===== config.mk =====
export PLATFORM = sky130hd
export DESIGN_NAME = gayle_ide_arbiter
export DESIGN_NICKNAME = d
export VERILOG_FILES = /design/src/rtl/gayle_ide_arbiter.sv
export SDC_FILE = /design/constraint.sdc
export NUM_CORES = 1
export LEC_CHECK = 0
export BUFFER_PORTS_ARGS = -buffer_cell sky130_fd_sc_hd__buf_2
export CORE_ASPECT_RATIO = 0.9
export CORE_MARGIN = 2
export CORE_UTILIZATION = 53
export DETAILED_ROUTE_END_ITERATION = 12
export PLACE_DENSITY = 0.77
export SLEW_MARGIN = 15
export SYNTH_ARGS = -nofsm -noshare
export SYNTH_HDL_FRONTEND = slang
export SYNTH_SLANG_ARGS = --single-unit

===== constraint.sdc =====
create_clock -name i_clk -period 3.25 [get_ports i_clk]
set_clock_uncertainty 0.15 [all_clocks]
set_input_delay 0 -clock i_clk [delete_from_list [all_inputs] [get_ports i_clk]]
set_output_delay 0 -clock i_clk [all_outputs]
set_load 0.005 [all_outputs]

===== src/rtl/gayle_ide_arbiter.sv =====
// gayle_ide_arbiter
// Grants host management access to one of the two Gayle IDE channels at a
// time. Ties are broken round robin. Host reads and writes are forwarded only
// to the granted channel. The grant ends on host completion, on request
// withdrawal or on timeout, and is always followed by one idle GAP cycle.
//
// Ports:
//   i_clk, i_rst_n      clock, synchronous active-low reset
//   i_ide_req[5:0]      request levels, [2:0] channel 0, [5:3] channel 1
//   i_host_*            host management access (address, strobes, data, done)
//   o_ide_*             forwarded access, address = {grant_chan, host_address}
//   o_grant_valid/chan  current grant
//   o_grant_req         request bits of the granted channel, latched at grant
//   o_host_irq          pulse on each new grant
//   o_drop_err          pulse when a host access is discarded
//   o_tmo               pulse on grant timeout
module gayle_ide_arbiter #(
  parameter int unsigned TMO_W = 20
) (
  input  logic        i_clk,
  input  logic        i_rst_n,
  input  logic [5:0]  i_ide_req,
  input  logic [3:0]  i_host_address,
  input  logic        i_host_write,
  input  logic        i_host_read,
  input  logic [15:0] i_host_writedata,
  input  logic        i_host_done,
  output logic [4:0]  o_ide_address,
  output logic        o_ide_write,
  output logic        o_ide_read,
  output logic [15:0] o_ide_writedata,
  output logic        o_grant_valid,
  output logic        o_grant_chan,
  output logic [2:0]  o_grant_req,
  output logic        o_host_irq,
  output logic        o_drop_err,
  output logic        o_tmo
);

  typedef enum logic [1:0] {StIdle, StBusy, StGap} state_e;

  localparam logic [TMO_W-1:0] CntMax = '1;

  state_e            r_state, w_state_d;
  logic              r_last_chan, w_last_chan_d;
  logic [TMO_W-1:0]  r_cnt, w_cnt_d;
  logic [4:0]        r_ide_address, w_ide_address_d;
  logic [15:0]       r_ide_writedata, w_ide_writedata_d;
  logic              r_ide_write, w_ide_write_d;
  logic              r_ide_read, w_ide_read_d;
  logic              r_grant_valid, w_grant_valid_d;
  logic              r_grant_chan, w_grant_chan_d;
  logic [2:0]        r_grant_req, w_grant_req_d;
  logic              r_host_irq, w_host_irq_d;
  logic              r_drop_err, w_drop_err_d;
  logic              r_tmo, w_tmo_d;

  logic              w_pend0, w_pend1, w_pick, w_access, w_withdraw, w_timeout;
  logic [2:0]        w_pick_req;
  logic [TMO_W-1:0]  w_cnt_inc;

  assign w_pend0    = |i_ide_req[2:0];
  assign w_pend1    = |i_ide_req[5:3];
  // Both pending: pick the channel not served last time.
  assign w_pick     = (w_pend0 && w_pend1) ? ~r_last_chan : w_pend1;
  assign w_pick_req = w_pick ? i_ide_req[5:3] : i_ide_req[2:0];
  assign w_access   = i_host_write | i_host_read;
  assign w_withdraw = r_grant_chan ? ~|i_ide_req[5:3] : ~|i_ide_req[2:0];
  assign w_cnt_inc  = (r_cnt == CntMax) ? r_cnt : r_cnt + 1'b1;
  // Fires on the BUSY cycle that brings the counter to all-ones.
  assign w_timeout  = (w_cnt_inc == CntMax);

  always_comb begin
    w_state_d         = r_state;
    w_last_chan_d     = r_last_chan;
    w_cnt_d           = r_cnt;
    w_ide_address_d   = r_ide_address;
    w_ide_writedata_d = r_ide_writedata;
    w_ide_write_d     = 1'b0;
    w_ide_read_d      = 1'b0;
    w_grant_valid_d   = r_grant_valid;
    w_grant_chan_d    = r_grant_chan;
    w_grant_req_d     = r_grant_req;
    w_host_irq_d      = 1'b0;
    w_drop_err_d      = 1'b0;
    w_tmo_d           = 1'b0;
    unique case (r_state)
      StIdle: begin
        w_drop_err_d = w_access;
        if (w_pend0 || w_pend1) begin
          w_state_d       = StBusy;
          w_grant_valid_d = 1'b1;
          w_grant_chan_d  = w_pick;
          w_grant_req_d   = w_pick_req;
          w_last_chan_d   = w_pick;
          w_cnt_d         = '0;
          w_host_irq_d    = 1'b1;
        end
      end
      StBusy: begin
        w_cnt_d = w_cnt_inc;
        // Write wins a simultaneous read; the read counts as dropped.
        if (i_host_write) begin
          w_ide_write_d     = 1'b1;
          w_ide_address_d   = {r_grant_chan, i_host_address};
          w_ide_writedata_d = i_host_writedata;
        end else if (i_host_read) begin
          w_ide_read_d    = 1'b1;
          w_ide_address_d = {r_grant_chan, i_host_address};
        end
        w_drop_err_d = i_host_write & i_host_read;
        if (i_host_done || w_withdraw || w_timeout) begin
          w_state_d       = StGap;
          w_grant_valid_d = 1'b0;
          w_tmo_d         = w_timeout & ~i_host_done & ~w_withdraw;
        end
      end
      StGap: begin
        w_drop_err_d = w_access;
        w_state_d    = StIdle;
      end
      default: w_state_d = StIdle;
    endcase
  end

  always_ff @(posedge i_clk) begin
    if (!i_rst_n) begin
      r_state         <= StIdle;
      r_last_chan     <= 1'b1;
      r_cnt           <= '0;
      r_ide_address   <= '0;
      r_ide_writedata <= '0;
      r_ide_write     <= 1'b0;
      r_ide_read      <= 1'b0;
      r_grant_valid   <= 1'b0;
      r_grant_chan    <= 1'b0;
      r_grant_req     <= '0;
      r_host_irq      <= 1'b0;
      r_drop_err      <= 1'b0;
      r_tmo           <= 1'b0;
    end else begin
      r_state         <= w_state_d;
      r_last_chan     <= w_last_chan_d;
      r_cnt           <= w_cnt_d;
      r_ide_address   <= w_ide_address_d;
      r_ide_writedata <= w_ide_writedata_d;
      r_ide_write     <= w_ide_write_d;
      r_ide_read      <= w_ide_read_d;
      r_grant_valid   <= w_grant_valid_d;
      r_grant_chan    <= w_grant_chan_d;
      r_grant_req     <= w_grant_req_d;
      r_host_irq      <= w_host_irq_d;
      r_drop_err      <= w_drop_err_d;
      r_tmo           <= w_tmo_d;
    end
  end

  assign o_ide_address   = r_ide_address;
  assign o_ide_writedata = r_ide_writedata;
  assign o_ide_write     = r_ide_write;
  assign o_ide_read      = r_ide_read;
  assign o_grant_valid   = r_grant_valid;
  assign o_grant_chan    = r_grant_chan;
  assign o_grant_req     = r_grant_req;
  assign o_host_irq      = r_host_irq;
  assign o_drop_err      = r_drop_err;
  assign o_tmo           = r_tmo;

endmodule


## Word-level counts from Yosys, hierarchy flattened

Index checks and enable logic that the tools add are counted.
W data, S select, Z words.

- Add/sub/neg operators: 1
- Eq/ne operators: 6
- Muxes and demuxes: 18
- Bitwise gates (word level): 9
- Reduce and logical (&&, ||, !) cells: 22

Operator list:

| kind | count |
|---|---|
| $eq A20 B20 Y1 const B | 2 |
| $mux W20 | 2 |
| $pmux W20 S2 | 1 |
| $add A20 B1 Y20 const B | 1 |
| $reduce_and A2 Y1 | 7 |
| $mux W5 | 2 |
| $reduce_or A3 Y1 | 3 |
| $mux W1 | 7 |
| $reduce_and A3 Y1 | 2 |
| $not A1 Y1 | 5 |
| $mux W2 | 2 |
| $ne A2 B2 Y1 const B | 2 |
| $pmux W1 S2 | 2 |
| $pmux W2 S2 | 1 |
| $reduce_bool A2 Y1 | 2 |
| $and A1 B1 Y1 | 3 |
| $logic_or A1 B1 Y1 | 3 |
| $mux W3 | 1 |
| $eq A2 B1 Y1 const B | 1 |
| $eq A2 B2 Y1 const B | 1 |
| $logic_not A1 Y1 | 2 |
| $logic_not A2 Y1 | 1 |
| $reduce_or A2 Y1 | 1 |
| $logic_and A1 B1 Y1 | 1 |
| $or A1 B1 Y1 | 1 |

- Register bits: 54
- Logic and storage cells: 69

## Longest topological paths before layout

- Depth in word-level cells: 7
- Gate-level depth with buffers: 10
- Depth with buffers taken out: 9

## Worst setup path after synthesis

Ideal clock, no wire load.

- Path type: reg2reg
- Start point: register r_cnt[0]
- End point: register r_state[0]
- Library setup time: 115 ps
- Arrival: 2,210 ps
- Required time: 2,985 ps
- Slack: 775 ps
- Stages on the path, launching flop included: 10
- Buffers on the path: 0
- Period minus slack after synthesis: 2,475 ps
- Cells stage by stage: dfxtp_1 ha_1 nand3_1 or2_1 o2bb2ai_1 or3_1 nor4_2 o21ai_1 and2_1 o21a_1

- Cells in the longest elaborated chain, start to end: 6

Ends and longest elaborated chain:

| item | line | text |
|---|---|---|
| start: declaration | 46 | `logic [TMO_W-1:0] r_cnt, w_cnt_d;` |
| start signal: assignment | 144 | `r_cnt <= w_cnt_d;` |
| $add A20 B1 Y20 / $eq A20 B20 Y1 (equally long branches) | 69 | `assign w_cnt_inc = (r_cnt == CntMax) ? r_cnt : r_cnt + 1'b1;` |
| $mux W20 * | 69 |  |
| $eq A20 B20 Y1 * | 71 | `assign w_timeout = (w_cnt_inc == CntMax);` |
| $logic_or A1 B1 Y1 * | 112 | `if (i_host_done \|\| w_withdraw \|\| w_timeout) begin` |
| $ne A2 B2 Y1 (no line) * | n/a |  |
| $reduce_and A2 Y1 (no line) * | n/a |  |
| end signal: assignment | 128 | `r_state <= StIdle;` |
| end signal: assignment | 142 | `r_state <= w_state_d;` |
| end: declaration | 44 | `state_e r_state, w_state_d;` |

Mark *: on every way between the ends. The rest lies on a longest branch, timed or not.
A chain may end at the register's enable or synchronous reset.

## Worst setup path in the final report

Ends and elaborated chain as after synthesis.

==> impl_metrics.env <==
export IMPL_status="completed"
export IMPL_cp_arrival_ns=2.83
export IMPL_hold_start="i_ide_req[4]"
export IMPL_cts_root_buf="clkbuf_8"
export IMPL_synth_nets=371
export IMPL_num_rows=24
export IMPL_cts_max_level=2
export IMPL_clk_latency_ns=0.32
export IMPL_critPathRequiredTime_ns=3.32
export IMPL_tns_ns=0
export IMPL_clk_pin_slew_ns=0.10
export IMPL_cts_buffers=5
export IMPL_max_slew_margin_pct=49.1
export IMPL_yosysTopAreaCell="dfxtp_1"
export IMPL_postCtsHoldBufs=34
export IMPL_ys_types=55
export IMPL_syn_area_per_cell_um2=7.63
export IMPL_clock_sinks=54
export IMPL_cts_repair_resize_count=0
export IMPL_drt_initial_drc_count=194
export IMPL_drtAntennaViolNets=0
export IMPL_period_needed_ns=2.76
export IMPL_syn_cell_area_um2=2590
export IMPL_fp_dieH_um=70.3
export IMPL_ys_async_sr_fraction_pct=0
export IMPL_nFillCells=391
export IMPL_tightestPinTransition_ns=0.760
export IMPL_cts_buffer_depth=2
export IMPL_remaining_drc_errors=0
export IMPL_power_frac_comb_pct=16.1
export IMPL_rr_worst_depth=9
export IMPL_hpwl_mm=4.71
export IMPL_power_density_nw_per_um2=416
export IMPL_pwr_share_clk_pct=33.1
export IMPL_gp_congestion=1.00
export IMPL_nets=460
export IMPL_num_vias=2829
export IMPL_seqPwrFrac_pct=50.8
export IMPL_yosys_warnings=0
export IMPL_n_antenna_cell=0
export IMPL_cap_violations=0
export IMPL_die_area_um2=5460
export IMPL_grt_max_degree=31
export IMPL_yosysSeqAreaShare_pct=41.8
export IMPL_path_class="reg2reg"
export IMPL_rrSetupSlack_ns=0.49
export IMPL_rsz0062_at_grt="no"
export IMPL_antenna_found_initial=0
export IMPL_synth_top_area_share_pct=41.8
export IMPL_cts_setup_buffers=0
export IMPL_p_leak_nw=1.38
export IMPL_io_pins=62
export IMPL_timing_final_crit_share_pct=85.0
export IMPL_netlist_instances=339
export IMPL_p_total_w=0.00141
export IMPL_crit_fanout=8
export IMPL_die_x_um=77.7
export IMPL_final_common_cell="nand2_1"
export IMPL_drv_slew=0
export IMPL_wl_per_cell_um=15.0
export IMPL_synthTopCellsByArea="dfxtp_1 (42%), nand2_1 (9.6%), a21oi_1 (7.5%)"
export IMPL_start_kind="flip-flop"
export IMPL_finalSetupViolCount=0
export IMPL_post_drt_via_cell_ratio=5.73
export IMPL_core_um2=4770
export IMPL_setup_worst_path_end_class="flip-flop"
export IMPL_synth_edf_count=0
export IMPL_rr_endpoint="r_state[0]$_SDFFE_PN0P_"
export IMPL_overflow=0
export IMPL_power_switching_w=0.000375
export IMPL_p_sw_share_pct=26.6
export IMPL_drt_total_wl_mm=7.40
export IMPL_timing_hold_violations_final=0
export IMPL_place_port_buffers=61
export IMPL_min_delay_path_class="in2reg"
export IMPL_area_delta_synth_final_pct=30.9
export IMPL_whs_endpoint="o_host_irq$_SDFF_PN0_"
export IMPL_peakVddDrop_mv=0.274
export IMPL_p_int_w=0.00104
export IMPL_track_usage_pct=26.9
export IMPL_grt_pass1_vias=2428
export IMPL_max_freq_mhz=362
export IMPL_final_cell_mix="nand2_1 (66), buf_2 (61), dfxtp_1 (54)"
export IMPL_first_pass_iters=5
export IMPL_initial_core_util_pct=54.2
export IMPL_whs_path_depth=4
export IMPL_cts_tree="built"
export IMPL_regToRegStartpoint="r_cnt[0]$_SDFFE_PN0P_"
export IMPL_drive_above_1_share_pct=20.0
export IMPL_ys_dominant_reg_cell="dfxtp_1"
export IMPL_synth_seq_cells=54
export IMPL_grt_pass1_wl_mm=11.8
critical path: stages, from the launching register on:
cell       delay (ns)
dfxtp_1          0.47
ha_1             0.25
nand3_1          0.21
or2_1            0.36
o2bb2ai_1        0.15
or3_1            0.39
nor4_2           0.23
o21ai_1          0.11
and2_1           0.18
o21a_1           0.16
power groups by stage:
stage,sequential (W),combinational (W),clock [W]
finish,0.000716,0.000227,0.000467
global route,0.000719,0.000252,0.000499
CTS,0.000715,0.000223,0.000476
detailed placement,0.000730,0.000186,0
global placement,0.000729,0.000182,0
floorplan,0.000729,0.000110,0
layer usage:
metal / track usage (%) / share of wire (%)
met3: 4.91 / 8.1
met5: 0 / 0
met1: 37.7 / 44
met2: 42.1 / 46
met4: 7.94 / 1.5
worst max path at each step:
stage / slack (ns) / to / cells past startpoint / start
after floorplan: 0.78 / r_state[0]$_SDFFE_PN0P_ / 9 / r_cnt[0]$_SDFFE_PN0P_
after global placement: 0.59 / r_state[0]$_SDFFE_PN0P_ / 9 / r_cnt[0]$_SDFFE_PN0P_
after detailed placement: 0.53 / r_state[0]$_SDFFE_PN0P_ / 9 / r_cnt[0]$_SDFFE_PN0P_
after CTS: 0.50 / r_state[0]$_SDFFE_PN0P_ / 9 / r_cnt[0]$_SDFFE_PN0P_
after global routing: 0.28 / r_state[0]$_SDFFE_PN0P_ / 9 / r_cnt[0]$_SDFFE_PN0P_
final: 0.49 / r_state[0]$_SDFFE_PN0P_ / 9 / r_cnt[0]$_SDFFE_PN0P_
flip-flops by register name, summed over array words and instances (netlist names), 2 cells and up:
name,flops
o_ide_writedata,16
o_grant_req,3
r_cnt,20
o_ide_address,5
r_state,2
cell type report:
| cell class | count | area, um^2 | area share, % |
|---|---|---|---|
| clock inverters | 3 | 47.5 | 1.40 |
| repair buffers | 100 | 683 | 20.2 |
| inverters | 6 | 22.5 | 0.665 |
| well taps | 65 | 81.3 | 2.40 |
| clock buffers | 5 | 68.8 | 2.03 |
| multi-input cells | 261 | 1400 | 41.4 |
| flip-flops and latches | 54 | 1080 | 31.9 |
cells by family after synthesis:
family                     after synthesis  synth area share [%]
muxes                                    1                 0.387
DFF                                     54                  41.8
xor gates and xnor gates                 4                  1.35
AOI/OAI and AO/OA                       99                  22.8
buffers and inverters                   24                  3.97
adders and majority gates                1                 0.483
and+or+nand+nor                        156                  29.3
cells in the mapped netlist, drive strengths merged (2+ instances only):
library cell,number
and2,3
or4,2
a21oi,40
nor4,6
or2,2
or3,4
nor3,16
nand2b,2
buf,3
nand2,66
a41oi,2
and3,2
clkbuf,15
dfxtp,54
a211oi,2
xnor2,2
o21a,2
a31oi,6
a311oi,4
xor2,2
o21ai,29
inv,6
nand3,14
nand4,5
nor2,32
stage by stage:
stage / util [%] / hold slack, ns / setup WS, ns / cells / cell area [um^2]
final: 71.0 / 0.00981 / 0.487 / 494 / 3390
after global routing: 71.0 / 0.0532 / 0.279 / 494 / 3390
after CTS: 71.0 / 0.00663 / 0.504 / 494 / 3390
after detailed placement: 61.4 / 0.0847 / 0.531 / 452 / 2930
after global placement: 61.4 / 0.0702 / 0.588 / 452 / 2930
after floorplan: - / -0.0739 / 0.775 / 339 / 2590
No activity file was read; power rests on OpenSTA's default activity.
